## src/rtl/addsub_arbiter_if.sv

```systemverilog
// Bundles the requester, datapath and response handshakes of the add/sub arbiter.
// master = controller side, slave = producers / datapath / consumer side.
interface addsub_arbiter_if #(parameter int W = 6);
    logic         req0_valid, req0_ready, req0_sub;
    logic [W-1:0] req0_a, req0_b;
    logic         req1_valid, req1_ready, req1_sub;
    logic [W-1:0] req1_a, req1_b;
    logic [W-1:0] au_a, au_b, au_s;
    logic         au_addsub, au_cout, au_ov;
    logic         rsp_valid, rsp_ready, rsp_cout, rsp_ov, rsp_id;
    logic [W-1:0] rsp_sum;

    modport master (
        input  req0_valid, req0_a, req0_b, req0_sub,
        input  req1_valid, req1_a, req1_b, req1_sub,
        output req0_ready, req1_ready,
        output au_a, au_b, au_addsub,
        input  au_s, au_cout, au_ov,
        output rsp_valid, rsp_sum, rsp_cout, rsp_ov, rsp_id,
        input  rsp_ready
    );

    modport slave (
        output req0_valid, req0_a, req0_b, req0_sub,
        output req1_valid, req1_a, req1_b, req1_sub,
        input  req0_ready, req1_ready,
        input  au_a, au_b, au_addsub,
        output au_s, au_cout, au_ov,
        input  rsp_valid, rsp_sum, rsp_cout, rsp_ov, rsp_id,
        output rsp_ready
    );
endinterface

```

## src/rtl/addsub_arbiter.sv

```systemverilog
// Two-requester round-robin front end for a shared W-bit add/sub datapath.
// Optional per-requester / overflow statistics counters under `ARB_STATS_EN.
module addsub_arbiter #(
    parameter int W = 6
) (
    input  logic              clk,
    input  logic              rst_n,
    addsub_arbiter_if.master  bus
`ifdef ARB_STATS_EN
    ,
    output logic [7:0]        stat_cnt0,
    output logic [7:0]        stat_cnt1,
    output logic [7:0]        stat_ovcnt
`endif
);

    typedef enum logic [1:0] {
        ST_IDLE = 2'd0,
        ST_EXEC = 2'd1,
        ST_RESP = 2'd2
    } state_t;

    state_t       r_state, w_state_nxt;
    logic         r_last_grant;
    logic [W-1:0] r_a, r_b;
    logic         r_sub, r_id;
    logic         r_rsp_valid, r_rsp_cout, r_rsp_ov, r_rsp_id;
    logic [W-1:0] r_rsp_sum;

    logic [1:0]   w_req_vld;
    logic         w_grant_id, w_rdy0, w_rdy1, w_acc, w_rsp_hs;

    assign w_req_vld = {bus.req1_valid, bus.req0_valid};

    // Contention goes to whoever did not win last; a lone requester always wins.
    assign w_grant_id = (&w_req_vld) ? ~r_last_grant : w_req_vld[1];
    assign w_rdy0     = (r_state == ST_IDLE) && w_req_vld[0] && !w_grant_id;
    assign w_rdy1     = (r_state == ST_IDLE) && w_req_vld[1] &&  w_grant_id;
    assign w_acc      = w_rdy0 || w_rdy1;
    assign w_rsp_hs   = (r_state == ST_RESP) && r_rsp_valid && bus.rsp_ready;

    always_ff @(posedge clk or negedge rst_n) begin
        if (!rst_n) r_state <= ST_IDLE;
        else        r_state <= w_state_nxt;
    end

    always_comb begin
        w_state_nxt = r_state;
        case (r_state)
            ST_IDLE: if (w_acc) w_state_nxt = ST_EXEC;
            ST_EXEC: w_state_nxt = ST_RESP;
            ST_RESP: if (w_rsp_hs) w_state_nxt = ST_IDLE;
            default: w_state_nxt = ST_IDLE;
        endcase
    end

    always_ff @(posedge clk or negedge rst_n) begin
        if (!rst_n) begin
            r_last_grant <= 1'b1;
            r_a          <= '0;
            r_b          <= '0;
            r_sub        <= 1'b0;
            r_id         <= 1'b0;
            r_rsp_valid  <= 1'b0;
            r_rsp_sum    <= '0;
            r_rsp_cout   <= 1'b0;
            r_rsp_ov     <= 1'b0;
            r_rsp_id     <= 1'b0;
        end else begin
            if (w_acc) begin
                r_a          <= w_grant_id ? bus.req1_a   : bus.req0_a;
                r_b          <= w_grant_id ? bus.req1_b   : bus.req0_b;
                r_sub        <= w_grant_id ? bus.req1_sub : bus.req0_sub;
                r_id         <= w_grant_id;
                r_last_grant <= w_grant_id;
            end
            if (r_state == ST_EXEC) begin
                r_rsp_valid <= 1'b1;
                r_rsp_sum   <= bus.au_s;
                r_rsp_cout  <= bus.au_cout;
                r_rsp_ov    <= bus.au_ov;
                r_rsp_id    <= r_id;
            end else if (w_rsp_hs) begin
                r_rsp_valid <= 1'b0;
            end
        end
    end

    // Datapath operands come straight from the op registers, so they are stable through EXEC.
    assign bus.au_a       = r_a;
    assign bus.au_b       = r_b;
    assign bus.au_addsub  = r_sub;
    assign bus.req0_ready = w_rdy0;
    assign bus.req1_ready = w_rdy1;
    assign bus.rsp_valid  = r_rsp_valid;
    assign bus.rsp_sum    = r_rsp_sum;
    assign bus.rsp_cout   = r_rsp_cout;
    assign bus.rsp_ov     = r_rsp_ov;
    assign bus.rsp_id     = r_rsp_id;

`ifdef ARB_STATS_EN
    logic [7:0] r_cnt0, r_cnt1, r_ovcnt;

    always_ff @(posedge clk or negedge rst_n) begin
        if (!rst_n) begin
            r_cnt0  <= 8'd0;
            r_cnt1  <= 8'd0;
            r_ovcnt <= 8'd0;
        end else if (w_rsp_hs) begin
            if (!r_rsp_id && r_cnt0  != 8'hFF) r_cnt0  <= r_cnt0 + 8'd1;
            if ( r_rsp_id && r_cnt1  != 8'hFF) r_cnt1  <= r_cnt1 + 8'd1;
            if ( r_rsp_ov && r_ovcnt != 8'hFF) r_ovcnt <= r_ovcnt + 8'd1;
        end
    end

    assign stat_cnt0  = r_cnt0;
    assign stat_cnt1  = r_cnt1;
    assign stat_ovcnt = r_ovcnt;
`endif

endmodule

```

## src/flat_wrapper.sv

```systemverilog
// flat-port wrapper written by rule: the top's interface ports become plain ports
module addsub_arbiter_flat 
#(
    parameter int W = 6
)
  (clk, rst_n, bus_req0_valid, bus_req0_a, bus_req0_b, bus_req0_sub, bus_req1_valid, bus_req1_a, bus_req1_b, bus_req1_sub, bus_req0_ready, bus_req1_ready, bus_au_a, bus_au_b, bus_au_addsub, bus_au_s, bus_au_cout, bus_au_ov, bus_rsp_valid, bus_rsp_sum, bus_rsp_cout, bus_rsp_ov, bus_rsp_id, bus_rsp_ready);
  addsub_arbiter_if #(.W(W)) bus_i ();
  input  logic clk;
  input  logic rst_n;
  input wire logic [$bits(bus_i.req0_valid)-1:0] bus_req0_valid;
  input wire logic [$bits(bus_i.req0_a)-1:0] bus_req0_a;
  input wire logic [$bits(bus_i.req0_b)-1:0] bus_req0_b;
  input wire logic [$bits(bus_i.req0_sub)-1:0] bus_req0_sub;
  input wire logic [$bits(bus_i.req1_valid)-1:0] bus_req1_valid;
  input wire logic [$bits(bus_i.req1_a)-1:0] bus_req1_a;
  input wire logic [$bits(bus_i.req1_b)-1:0] bus_req1_b;
  input wire logic [$bits(bus_i.req1_sub)-1:0] bus_req1_sub;
  output wire logic [$bits(bus_i.req0_ready)-1:0] bus_req0_ready;
  output wire logic [$bits(bus_i.req1_ready)-1:0] bus_req1_ready;
  output wire logic [$bits(bus_i.au_a)-1:0] bus_au_a;
  output wire logic [$bits(bus_i.au_b)-1:0] bus_au_b;
  output wire logic [$bits(bus_i.au_addsub)-1:0] bus_au_addsub;
  input wire logic [$bits(bus_i.au_s)-1:0] bus_au_s;
  input wire logic [$bits(bus_i.au_cout)-1:0] bus_au_cout;
  input wire logic [$bits(bus_i.au_ov)-1:0] bus_au_ov;
  output wire logic [$bits(bus_i.rsp_valid)-1:0] bus_rsp_valid;
  output wire logic [$bits(bus_i.rsp_sum)-1:0] bus_rsp_sum;
  output wire logic [$bits(bus_i.rsp_cout)-1:0] bus_rsp_cout;
  output wire logic [$bits(bus_i.rsp_ov)-1:0] bus_rsp_ov;
  output wire logic [$bits(bus_i.rsp_id)-1:0] bus_rsp_id;
  input wire logic [$bits(bus_i.rsp_ready)-1:0] bus_rsp_ready;
  assign bus_i.req0_valid = bus_req0_valid;
  assign bus_i.req0_a = bus_req0_a;
  assign bus_i.req0_b = bus_req0_b;
  assign bus_i.req0_sub = bus_req0_sub;
  assign bus_i.req1_valid = bus_req1_valid;
  assign bus_i.req1_a = bus_req1_a;
  assign bus_i.req1_b = bus_req1_b;
  assign bus_i.req1_sub = bus_req1_sub;
  assign bus_req0_ready = bus_i.req0_ready;
  assign bus_req1_ready = bus_i.req1_ready;
  assign bus_au_a = bus_i.au_a;
  assign bus_au_b = bus_i.au_b;
  assign bus_au_addsub = bus_i.au_addsub;
  assign bus_i.au_s = bus_au_s;
  assign bus_i.au_cout = bus_au_cout;
  assign bus_i.au_ov = bus_au_ov;
  assign bus_rsp_valid = bus_i.rsp_valid;
  assign bus_rsp_sum = bus_i.rsp_sum;
  assign bus_rsp_cout = bus_i.rsp_cout;
  assign bus_rsp_ov = bus_i.rsp_ov;
  assign bus_rsp_id = bus_i.rsp_id;
  assign bus_i.rsp_ready = bus_rsp_ready;
  addsub_arbiter #(.W(W)) u_core (.clk(clk), .rst_n(rst_n), .bus(bus_i));
endmodule
```

## config.mk

```make
export PLATFORM = sky130hd
export DESIGN_NAME = addsub_arbiter_flat
export DESIGN_NICKNAME = d
export VERILOG_FILES = /design/src/rtl/addsub_arbiter_if.sv /design/src/rtl/addsub_arbiter.sv /design/src/flat_wrapper.sv
export SDC_FILE = /design/constraint.sdc
export NUM_CORES = 1
export LEC_CHECK = 0
export ABC_CLOCK_PERIOD_IN_PS = 1600
export CAP_MARGIN = 20
export CORE_AREA = 2 2 54 76
export DETAILED_ROUTE_END_ITERATION = 16
export DIE_AREA = 0 0 56 78
export PLACE_DENSITY = 0.73
export SLEW_MARGIN = 0
export SYNTH_ARGS = -nofsm -noshare
export SYNTH_HDL_FRONTEND = slang
export SYNTH_SLANG_ARGS = --single-unit
export TNS_END_PERCENT = 1
```

## constraint.sdc

```tcl
create_clock -name clk -period 1.6 [get_ports clk]
set_input_delay 0.32 -clock clk [delete_from_list [all_inputs] [get_ports clk]]
set_output_delay 0.32 -clock clk [all_outputs]
set_load 0.01 [all_outputs]
```

# Yosys cells after proc, flatten, opt, wreduce, memory -nomap -nowiden
# Index checks and enable logic that the tools add are counted.
# word_totals
ff_bits,27
latch_bits,0
rom_bits,0
memories,0
elab_cells,37
ram_bits,0
# op_classes
mul,0
n_lt_le_gt_ge,0
n_div,0
shift,0
eq_ne,4
n_bitwise,1
reduce_logical,12
addsub,0
mux,9
# op_table
cell,n
$mux 6,2
$logic_and 1x1->1,6
$pmux 2 s3,1
$mux 1,4
$mux 2,2
$ne 2x1->1 const B,2
$reduce_and 2->1,2
$eq 2x1->1 const B,1
$eq 2x2->1 const B,1
$logic_not 2->1,1
$reduce_bool 2->1,1
$logic_not 1->1,1
$logic_or 1x1->1,1
$not 1->1,1

# Depth between registers and ports, before layout
# depth
word_depth,7
mapped_depth,5
ltp_nobuf,3

# Worst setup path before layout
# OpenSTA, ideal clock, no wires.
# synth_path
path_type,register to register
start,register u_core.r_last_grant
end,"register u_core.r_a[2], in the netlist u_core.bus.au_a[2]"
setup_time_ps,125
required_ps,1475
t_arrival_ps,1418
slack_ps,57
path_stages_with_launch,6
synth_period_minus_slack_ps,1543
n_path_buf,2
cell_sequence,dfstp_2 > a21bo_1 > buf_6 > buf_8 > mux2_4 > mux2_2
# synth_via
elab_chain_len,5
elab_cells_between_ends,7
# synth_lines
element,line,text
"start, declared",addsub_arbiter.sv:24,logic r_last_grant;
"start signal, assigned",addsub_arbiter.sv:75,r_last_grant <= w_grant_id;
$not 1->1 (*),addsub_arbiter.sv:36,assign w_grant_id = (&w_req_vld) ? ~r_last_grant : w_req_vld[1];
$mux 1 (*),addsub_arbiter.sv:36,
$logic_not 1->1,addsub_arbiter.sv:37,assign w_rdy0 = (r_state == ST_IDLE) && w_req_vld[0] && !w_grant_id;
$logic_and 1x1->1,addsub_arbiter.sv:37,
$logic_or 1x1->1,addsub_arbiter.sv:39,assign w_acc = w_rdy0 || w_rdy1;
"end signal, assigned",addsub_arbiter.sv:71,r_a <= w_grant_id ? bus.req1_a : bus.req0_a;
"end, declared",addsub_arbiter.sv:25,"logic [W-1:0] r_a, r_b;"
# Every way passes the cells marked *; elsewhere a longest branch is shown, timed or not.
# A chain may end at the register's enable or synchronous reset.

# Worst setup path in the final report
# layout_path
start,register u_core.r_last_grant
end,output port bus_req0_ready
# layout_via
elab_chain_len,4
# layout_lines
element,line,text
$not 1->1,addsub_arbiter.sv:36,
$mux 1,addsub_arbiter.sv:36,
$logic_not 1->1,addsub_arbiter.sv:37,
$logic_and 1x1->1,addsub_arbiter.sv:37,
"end, declared",flat_wrapper.sv:18,output wire logic [$bits(bus_i.req0_ready)-1:0] bus_req0_ready;
# Every way passes these cells.

==> summary.txt <==
Die X: 56 µm
Hold WS: 0.3260 ns
Post-DP HPWL: 2293 µm
Routed Wire Length: 2912 µm
post-route ant nets: 0
Port Buf Inserts: 63
final count of negative-setup-slack endpoints: 0
skew final: 0.004949 ns
pwr dens: 1703 mW/mm²
most common cell in the synthesized netlist: mux2_2
Max Clock Freq: 628.4 MHz
number of synthesized flops with an enable pin: 0
Global Route Usage Sum: 14.05%
cts bufs inserted: 3
max-cap viol count: 0
num ports: 64
Warnings, synthesis: 0
Final Hold Viols: 0
fin. max-slew vios: 0
Max Root-Sink Buffers: 2
Tmin final: 1.591 ns
antenna cells: 0
crit path DAT: 1.27 ns
top area cells in the synthesized netlist: dfrtp_1 53%, mux2_2 25%, mux2_4 9.7%
TritonCTS Sinks: 27
grt ovf: 0
Layout Nets: 199
Max stage delay on crit path: 0.56 ns
DR iter-0 viols: 6
Worst Tran Pin Value: 0.3741 ns
Clock transition at path regs: 0.09 ns
initial antenna violation count: 0
leading area contributor after synthesis: dfrtp_1
Setup Slack @ Placement: -0.5617 ns
Hold Crit Class: input pin to async pin
drt first pass iters: 4
VDD IR max: 0.9426 mV
Seq/Total Area, Yosys: 54.76%
Main synth FF type: dfrtp_1
share of layout cells above drive strength 1: 35.22%
Syn-to-layout area delta: 66.70%
number of global-route vias before repair: 1056
Crit Path Class: register to primary output
synthesized instance count: 84
RD Place Congestion: 0.8083
Vias per Instance: 4.816
height of the die: 78 µm
syn_nets: 123
H-tree lvl count: 1
Worst Setup Slack, final: 0.008731 ns
Final Cycle Share: 99.45%
FFs w/ async S/R, synth: 100.0%
post-synth cell types: 18
Crit path max-delay family: flip-flops
setup_tns: 0 ns
top post-synthesis cells by count: 27 x mux2_2, 26 x dfrtp_1, 8 x mux2_4
unrepaired setup endpoints after global routing: yes
first-pass GRT wire length: 4836 µm
clock tree from TritonCTS: done
Max FO, Critical Path: 3
Worst Setup End Kind: primary output
DR vias: 968
Synth Register Bits: 27
row count: 26
Mapped Area: 0.001236 mm²
share of the synthesized area in the top cell type: 52.63%
leakage power: 0.0009166 µW
clock latency on the worst-skew pair: 0.26 ns
Avg Inst Size Synth: 14.72 µm²
die area: 0.004368 mm²
outcome: complete, no violations
Rel. slew slack: 74.98%
crit-path cells: a21bo_4 > and3_2 > buf_6
Core Region: 0.003643 mm²
Clock Root Buffer: clkbuf_8
Routed WL per cell: 14.49 µm
crit path launch type: register
WP buf/inv: 1
largest net degree at the start of global routing: 15
DRC Markers: 0
Req. time, crit path: 1.28 ns
Crit-path slowest cell: dfstp_2
Initial Util: 33.93%
## placed cells by master, fill, tap and decap left out
cell type / count
nand2_1: 3
clkbuf_8: 3
buf_2: 1
buf_6: 1
buf_12: 1
mux2_4: 13
clkdlybuf4s50_1: 59
nor2b_1: 2
dfrtp_1: 26
a31oi_1: 1
a21oi_1: 3
dlygate4sd2_1: 2
dfstp_2: 1
buf_4: 11
nor2_1: 1
and3_2: 1
a21o_1: 2
clkbuf_1: 1
a21bo_4: 1
o21ai_1: 1
inv_1: 2
nor3_4: 1
mux2_2: 22
## power by group
part	leakage (µW)	internal, µW	switching, µW
Clock	0.0000228	178	197
Sequential	0.000317	1050	203
Combinational	0.000577	1210	670
Total	0.000917	2440	1070
## cells by family after synthesis
group                  share of synthesized area, %
flip-flops                                    54.76
multiplexers                                  34.31
buffers and inverters                         3.542
AO/OA/AOI/OAI                                 4.149
AND/OR/NAND/NOR                               3.238
## what timing repair did
action / 4_1_cts / 5_1_grt
resized for setup: 17 / 5
hold buffers: 0 / 0
hold endpoints to repair: 0 / 0
setup endpoints to repair: 15 / 6
buffers inserted: 0 / 0
pin swaps: 2 / 0
## through the flow
| stage | util (%) | power (µW) | cell area (µm²) | cells |
|---|---|---|---|---|
| 4_1_cts | 56.04 | 3551 | 2042 | 201 |
| 5_1_grt | 56.56 | 3748 | 2061 | 201 |
| 2_1_floorplan | - | 2119 | 1236 | 84 |
| 3_3_place_gp | 54.16 | 3052 | 1973 | 197 |
| 6_report | 56.56 | 3510 | 2061 | 201 |
| 3_5_place_dp | 54.16 | 3120 | 1973 | 197 |
## routing by layer
metal | part of all wire, % | routed length (µm) | track usage [%]
met1 | 36 | 1042 | 15.26
met2 | 56 | 1635 | 26.12
met4 | 2.2 | 65 | 6.190
met3 | 5.8 | 169 | 2.333
met5 | 0 | 0 | 0
## state kept, by name, summed over array words and instances, names as in the netlist, 2 cells and up
name and cells:
u_core.bus.au_a 6, u_core.bus.au_b 6, u_core.bus.rsp_sum 6, u_core.r_state 2
## path summary, 6_finish.rpt
kind | startpoint | endpoint | slack (ns) | depth (start not counted)
worst max-delay path | u_core.r_last_grant | bus_req0_ready | 0.009 | 3
worst max register to register | u_core.r_last_grant | u_core.bus.au_addsub | 0.02 | 4
worst min-delay path | rst_n | u_core.bus.au_a[0] | 0.33 | 1
max in group asynchronous | rst_n | u_core.bus.rsp_sum[2] | 0.79 | 2
min in group clk | u_core.r_id | u_core.r_id | 0.48 | 1
worst min register to register | u_core.r_id | u_core.r_id | 0.48 | 1
## area by class of cell
cell class | instances | area (µm²)
clock buffers | 4 | 45.04
repair buffers | 75 | 726.9
flip-flops and latches | 27 | 676.9
well taps | 42 | 52.55
inverters | 2 | 7.507
fillers | 308 | 1583
multi-input cells | 51 | 551.8
No activity file was read; power rests on OpenSTA's default activity.
